File: src/rtl/counter_pkg.sv
// -----------------------------------------------------------------------------
// counter_pkg
// Definitions shared by the up-counter blocks and countdown_timer.
//   state_e      : timer state encoding (IDLE=0, RUN=1, PAUSE=2, DONE=3),
//                  the same value that appears on o_state
//   DEF_CNT_W    : default count width
//   DEF_MAX_VAL  : default largest legal count
// -----------------------------------------------------------------------------
package counter_pkg;

   typedef enum logic [1:0] {
      ST_IDLE  = 2'd0,
      ST_RUN   = 2'd1,
      ST_PAUSE = 2'd2,
      ST_DONE  = 2'd3
   } state_e;

   localparam int DEF_CNT_W   = 7;
   localparam int DEF_MAX_VAL = 99;

endpackage : counter_pkg

File: src/rtl/tick_prescaler.sv
// -----------------------------------------------------------------------------
// tick_prescaler
// Divides the clock into a one-cycle tick every PRESCALE enabled cycles.
//   clk     : system clock
//   reset_n : asynchronous active-low reset
//   en      : advance the phase counter this cycle (holds when low)
//   clr     : force the phase counter back to 0 (wins over en)
//   tick    : high on an enabled cycle whose phase is PRESCALE-1
// -----------------------------------------------------------------------------
module tick_prescaler #(
   parameter int PRESCALE = 1
) (
   input  logic clk,
   input  logic reset_n,
   input  logic en,
   input  logic clr,
   output logic tick
);

   // At least one bit so PRESCALE=1 still elaborates; the counter then
   // simply stays at 0 and every enabled cycle is a tick.
   localparam int PW = (PRESCALE > 1) ? $clog2(PRESCALE) : 1;

   logic [PW-1:0] phase_q;
   logic [PW-1:0] phase_d;
   logic          wrap;

   assign wrap = (phase_q == PW'(PRESCALE - 1));
   assign tick = en && wrap;

   always_comb begin
      phase_d = phase_q;
      if (clr) begin
         phase_d = '0;
      end else if (en) begin
         phase_d = wrap ? '0 : phase_q + PW'(1);
      end
   end

   always_ff @(posedge clk or negedge reset_n) begin
      if (!reset_n) begin
         phase_q <= '0;
      end else begin
         phase_q <= phase_d;
      end
   end

endmodule : tick_prescaler

File: src/rtl/countdown_timer.sv
// -----------------------------------------------------------------------------
// countdown_timer
// Loadable down-counter. A start value is loaded, decremented once per
// prescaled tick in RUN, and on reaching zero a one-cycle done pulse is
// produced; the timer then stops in DONE or reloads and keeps running.
//   clk, reset_n : clock, asynchronous active-low reset
//   i_load       : load i_load_val (saturated to MAX_VAL) into count and
//                  reload register, go IDLE (highest priority)
//   i_load_val   : value to load
//   i_start      : start from IDLE, resume from PAUSE, restart from DONE
//   i_pause      : freeze the count while in RUN
//   i_reload_en  : reload and keep running when the count reaches zero
//   o_cnt        : current count
//   o_busy       : high in RUN only
//   o_done       : one-cycle pulse on the first cycle the count shows zero
//   o_state      : IDLE=0, RUN=1, PAUSE=2, DONE=3
// -----------------------------------------------------------------------------
module countdown_timer
   import counter_pkg::*;
#(
   parameter int CNT_W    = DEF_CNT_W,
   parameter int MAX_VAL  = DEF_MAX_VAL,
   parameter int PRESCALE = 1
) (
   input  logic             clk,
   input  logic             reset_n,
   input  logic             i_load,
   input  logic [CNT_W-1:0] i_load_val,
   input  logic             i_start,
   input  logic             i_pause,
   input  logic             i_reload_en,
   output logic [CNT_W-1:0] o_cnt,
   output logic             o_busy,
   output logic             o_done,
   output logic [1:0]       o_state
);

   localparam logic [CNT_W-1:0] MAX_CNT = CNT_W'(MAX_VAL);

   state_e           state_q,  state_d;
   logic [CNT_W-1:0] cnt_q,    cnt_d;
   logic [CNT_W-1:0] reload_q, reload_d;
   logic             done_q,   done_d;
   // Set when the count has just reached zero with reload enabled: the
   // next tick reloads instead of treating the zero as a fresh expiry.
   logic             pend_q,   pend_d;

   logic [CNT_W-1:0] load_sat;
   logic             pre_en;
   logic             pre_clr;
   logic             tick;

   assign load_sat = (i_load_val > MAX_CNT) ? MAX_CNT : i_load_val;

   // The prescaler only advances on cycles where RUN actually counts; a
   // pause request in RUN freezes it in the same cycle.
   assign pre_en  = (state_q == ST_RUN) && !i_load && !i_pause;
   assign pre_clr = i_load ||
                    (i_start && ((state_q == ST_IDLE) || (state_q == ST_DONE)));

   tick_prescaler #(
      .PRESCALE (PRESCALE)
   ) u_prescaler (
      .clk     (clk),
      .reset_n (reset_n),
      .en      (pre_en),
      .clr     (pre_clr),
      .tick    (tick)
   );

   always_comb begin
      state_d  = state_q;
      cnt_d    = cnt_q;
      reload_d = reload_q;
      done_d   = 1'b0;
      pend_d   = pend_q;

      if (i_load) begin
         cnt_d    = load_sat;
         reload_d = load_sat;
         state_d  = ST_IDLE;
         pend_d   = 1'b0;
      end else if (i_start && (state_q != ST_RUN)) begin
         state_d = ST_RUN;
         if (state_q == ST_DONE) begin
            cnt_d  = reload_q;
            pend_d = 1'b0;
         end
      end else if (i_pause && (state_q == ST_RUN)) begin
         state_d = ST_PAUSE;
      end else if ((state_q == ST_RUN) && tick) begin
         if (cnt_q > CNT_W'(1)) begin
            cnt_d = cnt_q - CNT_W'(1);
         end else if (cnt_q == CNT_W'(1)) begin
            cnt_d  = '0;
            done_d = 1'b1;
            if (i_reload_en && (reload_q != '0)) begin
               pend_d = 1'b1;
            end else begin
               state_d = ST_DONE;
            end
         end else if (pend_q) begin
            // Zero was shown for one tick period; start the next interval.
            cnt_d  = reload_q;
            pend_d = 1'b0;
         end else begin
            // Entered RUN with a zero count: expire without underflowing.
            done_d  = 1'b1;
            state_d = ST_DONE;
         end
      end
   end

   always_ff @(posedge clk or negedge reset_n) begin
      if (!reset_n) begin
         state_q  <= ST_IDLE;
         cnt_q    <= '0;
         reload_q <= '0;
         done_q   <= 1'b0;
         pend_q   <= 1'b0;
      end else begin
         state_q  <= state_d;
         cnt_q    <= cnt_d;
         reload_q <= reload_d;
         done_q   <= done_d;
         pend_q   <= pend_d;
      end
   end

   assign o_cnt   = cnt_q;
   assign o_done  = done_q;
   assign o_state = state_q;
   assign o_busy  = (state_q == ST_RUN);

endmodule : countdown_timer

File: config.mk
export PLATFORM = sky130hd
export DESIGN_NAME = countdown_timer
export DESIGN_NICKNAME = d
export VERILOG_FILES = /design/src/rtl/counter_pkg.sv /design/src/rtl/tick_prescaler.sv /design/src/rtl/countdown_timer.sv
export SDC_FILE = /design/constraint.sdc
export NUM_CORES = 1
export LEC_CHECK = 0
export ABC_AREA = 1
export CAP_MARGIN = 20
export CORE_ASPECT_RATIO = 2
export CORE_MARGIN = 1
export CORE_UTILIZATION = 40
export CTS_CLUSTER_DIAMETER = 50
export DETAILED_ROUTE_END_ITERATION = 6
export PLACE_DENSITY = 0.67
export SLEW_MARGIN = 20
export SYNTH_ARGS = -nofsm -noshare
export SYNTH_HDL_FRONTEND = slang
export SYNTH_SLANG_ARGS = --single-unit
export TNS_END_PERCENT = 30
File: constraint.sdc
create_clock -name clk -period 3.09 [get_ports clk]
set_input_delay 0.618 -clock clk [delete_from_list [all_inputs] [get_ports clk]]
set_output_delay 0.618 -clock clk [all_outputs]
set_load 0.05 [all_outputs]
After elaboration in Yosys (flattened, before gate mapping):

Cells that the tools add are included.
W data, S select, Z words.

* $add $sub $neg: 2
* order comparisons: 2
* equal/unequal tests: 11
* muxes and demuxes: 35
* bitwise operators: 1
* reductions and logical operators: 21

Operators by type and width (number)
* $mux W7: 9
* $mux W1: 18
* $mux W2: 8
* $logic_and A1 B1 Y1: 8
* $reduce_and A4 Y1: 2
* $eq A7 B1 Y1 const B: 1
* $gt A7 B1 Y1 const B: 1
* $gt A7 B7 Y1 const B: 1
* $reduce_bool A7 Y1: 1
* $sub A7 B1 Y7 const B: 1
* $ne A3 B3 Y1 const B: 2
* $ne A5 B2 Y1 const B: 1
* $ne A5 B5 Y1 const B: 1
* $reduce_and A5 Y1: 1
* $reduce_bool A5 Y1: 1
* $ne A4 B3 Y1 const B: 1
* $ne A4 B4 Y1 const B: 1
* $reduce_bool A4 Y1: 1
* $ne A3 B2 Y1 const B: 1
* $reduce_bool A3 Y1: 1
* $eq A2 B1 Y1 const B: 1
* $eq A2 B2 Y1 const B: 1
* $logic_not A1 Y1: 2
* $logic_not A2 Y1: 1
* 5 further kinds: 6

* bits in registers: 19
* input port bits: 13
* output and inout port bits: 11
* logic and storage cells: 78

Depth between registers and ports, before layout:

* depth in word-level cells: 9
* gate-level depth with buffers: 11

Cells and area by module:

Synthesis repeated with hierarchy kept, for this count alone.

* cells, all modules: 211
* area, all modules: 1370.1 um^2

By module, submodules not included
* countdown_timer: times used 1, cells each 210, area an instance 1362.6 um^2, sequential area each 450.4 um^2
* tick_prescaler: times used 1, cells each 1, area an instance 7.5 um^2, sequential area each 0.0 um^2

Least setup slack after synthesis:

OpenSTA, ideal clock, no wires.

* path type: register to register
* start: register state_q[0] (netlist: o_state[0])
* end: register cnt_q[2] (netlist: o_cnt[2])
* library setup time: 0.118 ns
* arrival: 1.855 ns
* slack: 1.117 ns
* cell stages (with the launch flop): 10
* path buffers: 0
* path through: dfrtp_1 > inv_2 > nor2_2 > nand2_1 > nand3_2 > nand2_4 > inv_4 > nand2_2 > nand2_1 > nand2_1

* cells in the longest elaborated chain, start to end: 7

RTL lines
* start, declared: line countdown_timer.sv:40 `state_e state_q, state_d;`
* start signal, assigned: line countdown_timer.sv:122 `state_q <= state_d;`
* $eq A2 B1 Y1 *
* via o_busy: line countdown_timer.sv:33 `output logic o_busy,`
* $logic_and A1 B1 Y1 (2 in a row): line countdown_timer.sv:57 `assign pre_en = (state_q == ST_RUN) && !i_load && !i_pause;`
* $logic_and A1 B1 Y1: line tick_prescaler.sv:29 `assign tick = en && wrap;`
* $logic_and A1 B1 Y1: line countdown_timer.sv:91 `end else if ((state_q == ST_RUN) && tick) begin`
* $reduce_bool A3 Y1 (no line)
* $reduce_and A4 Y1 (no line) *
* end signal, assigned: line countdown_timer.sv:123 `cnt_q <= cnt_d;`
* end, declared: line countdown_timer.sv:41 `logic [CNT_W-1:0] cnt_q, cnt_d;`

Mark *: on every way through the listed nets, which the timed path passes. The rest lies on a longest branch.
A chain may end at the register's enable or synchronous reset.

Worst setup path after layout:

* start: register state_q[0] (netlist: o_state[0])
* end: output o_busy

* cells in the longest elaborated chain, start to end: 1

RTL lines
* $eq A2 B1 Y1: line countdown_timer.sv:133 `assign o_busy = (state_q == ST_RUN);`
* end, declared: line countdown_timer.sv:33

No other way between the ends.

==> impl_results.md <==
- Worst hold path type: flip-flop to flip-flop
- Peak VDD IR: 0.0003951 V
- Clock slew at the register clock pins of the worst setup and hold paths: 0.07 ns
- Wire per inst: 13.41 um
- Relative slew slack: 44.13%
- Layout Cell Area excl Fill: 1618 um2
- Post-synth top cells: 58 x nand2_1, 22 x nand3_1, 22 x nor2_1
- Pre-Repair DR Iteration Count: 4
- TritonCTS clock tree: done
- PD cells: 744.7 nW/um2
- # DRC: 0
- Initial DRC Count: 54
- Post-Syn Nets: 205
- Initial antenna violation count: 0
- Unrepaired setup endpoints after global routing: false
- Reg area: 450.4 um2
- Worst Setup End Kind: output pin
- CP required: 2.47 ns
- Vias in the first global route: 1193
- Antenna diodes: 0
- Fmax: 424.7 MHz
- Most frequent cell after synthesis: nand2_1
- CTS Buf Count: 3
- Share of layout cells above drive strength 1: 14.35%
- Synthesized flop and latch total: 18
- Die footprint: 3483 um2
- Clock period minus worst slack: 2.355 ns
- First-pass GRT wire length: 5.457 mm
- Clk root buf: clkbuf_8
- Worst-margin pin slew: 0.8355 ns
- Most used flip-flop cell after synthesis: dfrtp_1
- Seq/Total Area, Yosys: 34.78%
- CP startpoint kind: flip-flop
- # fillers: 304
- Die X-Extent: 42.24 um
- Worst-skew pair later-pin latency: 0.26 ns
- Max-cap violations: 0
- Largest net degree at the start of global routing: 21
- I/O Buffers: 23
- Final nets: 232
- Final hold vios: 0
- Mapped Area: 1295 um2
- Met1 usage: 21.72%
- Grt met2 use: 41.69%
- Number of synthesized flops with an enable pin: 0
- Vias: 1274
- Routed Antenna Nets: 0
- Top cells by area, synth: dfrtp_1 35%, nand2_1 17%, nand3_1 8.5%, nor2_1 6.4%, inv_1 5.2%
- Cells after DPL: 242
- Tcrit/Tclk final: 76.20%
- Post-CTS setup buffer count: 0
- Clock buffer depth: 2
- Routed WL: 3.300 mm
- Initial core utilization: 42.98%
- Unique masters post-synth: 24
- P_leak: 0.7916 nW
- Vias per cell: 5.179
- Fraction of registers with async set or reset after synthesis: 100.0%
- Max FO, Critical Path: 6
- Overflow after GRT: 0
- Area share of the largest cell type after synthesis: 34.78%
- Outcome: complete, no violations
- Met3 Use GR: 1.957%
- Syn_area_per_cell: 6.816 um2
- All-Layer GR Usage: 20.79%
- Kind of critical path: flip-flop to output pin
- CTS H-tree lvls: 1
- Hold_buf cts: 0
- Dpl cell area: 1563 um2
- Final Setup Violations: 0
- Most used routing layer: met2
- Die Height: 82.47 um
- CP Data Arrival Time: 1.74 ns
- I/O Pins: 24
- Dominant cell type by area after synthesis: dfrtp_1
- Synth warn: 0
- P&R area growth vs syn: 24.93%
- Number of core rows: 28
- Post-route insts no fill: 246
- Core area: 3013 um2
- Detailed placement HPWL: 2.685 mm
- Max Clock Skew: 0.004109 ns
- Routability cong.: 0.8722
- Multi-input logic area: 748.2 um2
- Final Util: 53.70%
- Sum of negative setup slack: 0 ns
- Pins over their slew limit: 0
- Clock sink count: 18
- Post-CTS Resized: 0
- Cells after synthesis: 190
## placed cells by master, fill, tap and decap left out
| cell type | synthesis | layout |
|---|---|---|
| clkbuf_8 | 0 | 4 |
| nand2_1 | 58 | 58 |
| nor2_4 | 4 | 4 |
| nand2_2 | 5 | 5 |
| nand3b_1 | 2 | 2 |
| nand3_1 | 22 | 22 |
| inv_2 | 4 | 4 |
| a21oi_1 | 2 | 2 |
| nor3_1 | 1 | 1 |
| ha_1 | 2 | 2 |
| dfrtp_1 | 18 | 18 |
| nor2_2 | 5 | 5 |
| inv_4 | 1 | 1 |
| buf_4 | 0 | 1 |
| o21ai_1 | 1 | 1 |
| nand3_2 | 3 | 3 |
| nand3_4 | 1 | 1 |
| nor2_1 | 22 | 22 |
| inv_1 | 18 | 18 |
| a211oi_1 | 1 | 1 |
| nand2_4 | 2 | 2 |
| nand4_1 | 4 | 4 |
| xnor2_1 | 1 | 1 |
| clkdlybuf4s50_1 | 0 | 23 |
| a21oi_2 | 1 | 1 |
| o21ai_0 | 10 | 10 |
## worst paths after layout
kind,from,endpoint,slack [ns],depth (start not counted)
worst max-delay path,o_state[0],o_busy,0.74,3
worst min-delay path,o_cnt[0],o_cnt[0],0.55,2
worst max register to register,o_cnt[1],o_cnt[2],1.33,11
worst min register to register,o_cnt[0],o_cnt[0],0.55,2
max in group asynchronous,reset_n,o_cnt[5],1.74,1
min in group asynchronous,reset_n,o_done,0.83,1
## per-layer routing
| layer | share of wire (%) | vias to the layer above |
|---|---|---|
| met5 | 0 | - |
| met4 | 2.6 | 0 |
| met3 | 2.6 | 9 |
| met2 | 57 | 28 |
| met1 | 38 | 580 |
| li1 | - | 657 |
## final cells by class
cell class | instances | share of cell area, %
timing repair buffer | 24 | 14.69
multi-input combinational | 147 | 46.25
sequential | 18 | 27.84
clock buffer | 4 | 3.403
tap | 30 | 2.320
inverter | 23 | 5.491
## state kept, by name, indices dropped and copies added, names as in the netlist
name	flops
o_cnt	7
o_done	1
o_state	2
pend_q	1
reload_q	7
## critical path, stage by stage (launching register included)
cell and delay (ns):
dfrtp_1 0.46, inv_2 0.07, nor2_2 0.13, clkdlybuf4s50_1 0.82
## report_power, final
group	leakage (nW)	switching [mW]	internal (mW)
sequential	0.227	0.0780	0.283
clock	0.0288	0.0872	0.114
combinational	0.536	0.428	0.215
total	0.792	0.594	0.611
## per-stage QoR
stage / power, mW / hold slack, ns / worst slack (ns)
2_1_floorplan: 0.8147 / 0.3224 / 1.117
3_3_place_gp: 0.9992 / 0.5081 / 1.040
3_5_place_dp: 1.008 / 0.5339 / 1.015
4_1_cts: 1.209 / 0.5515 / 0.7282
5_1_grt: 1.277 / 0.5734 / 0.6679
6_report: 1.205 / 0.5456 / 0.7353
## cells by family after synthesis
family,count (synthesis),synth area share [%]
xor gates and xnor gates,1,0.6765
and+or+nand+nor,129,48.89
adders and majority gates,2,1.932
DFF,18,34.78
AOI/OAI and AO/OA,15,6.280
buffers and inverters,25,7.439
Note: power is estimated with default switching activity, not from simulation.
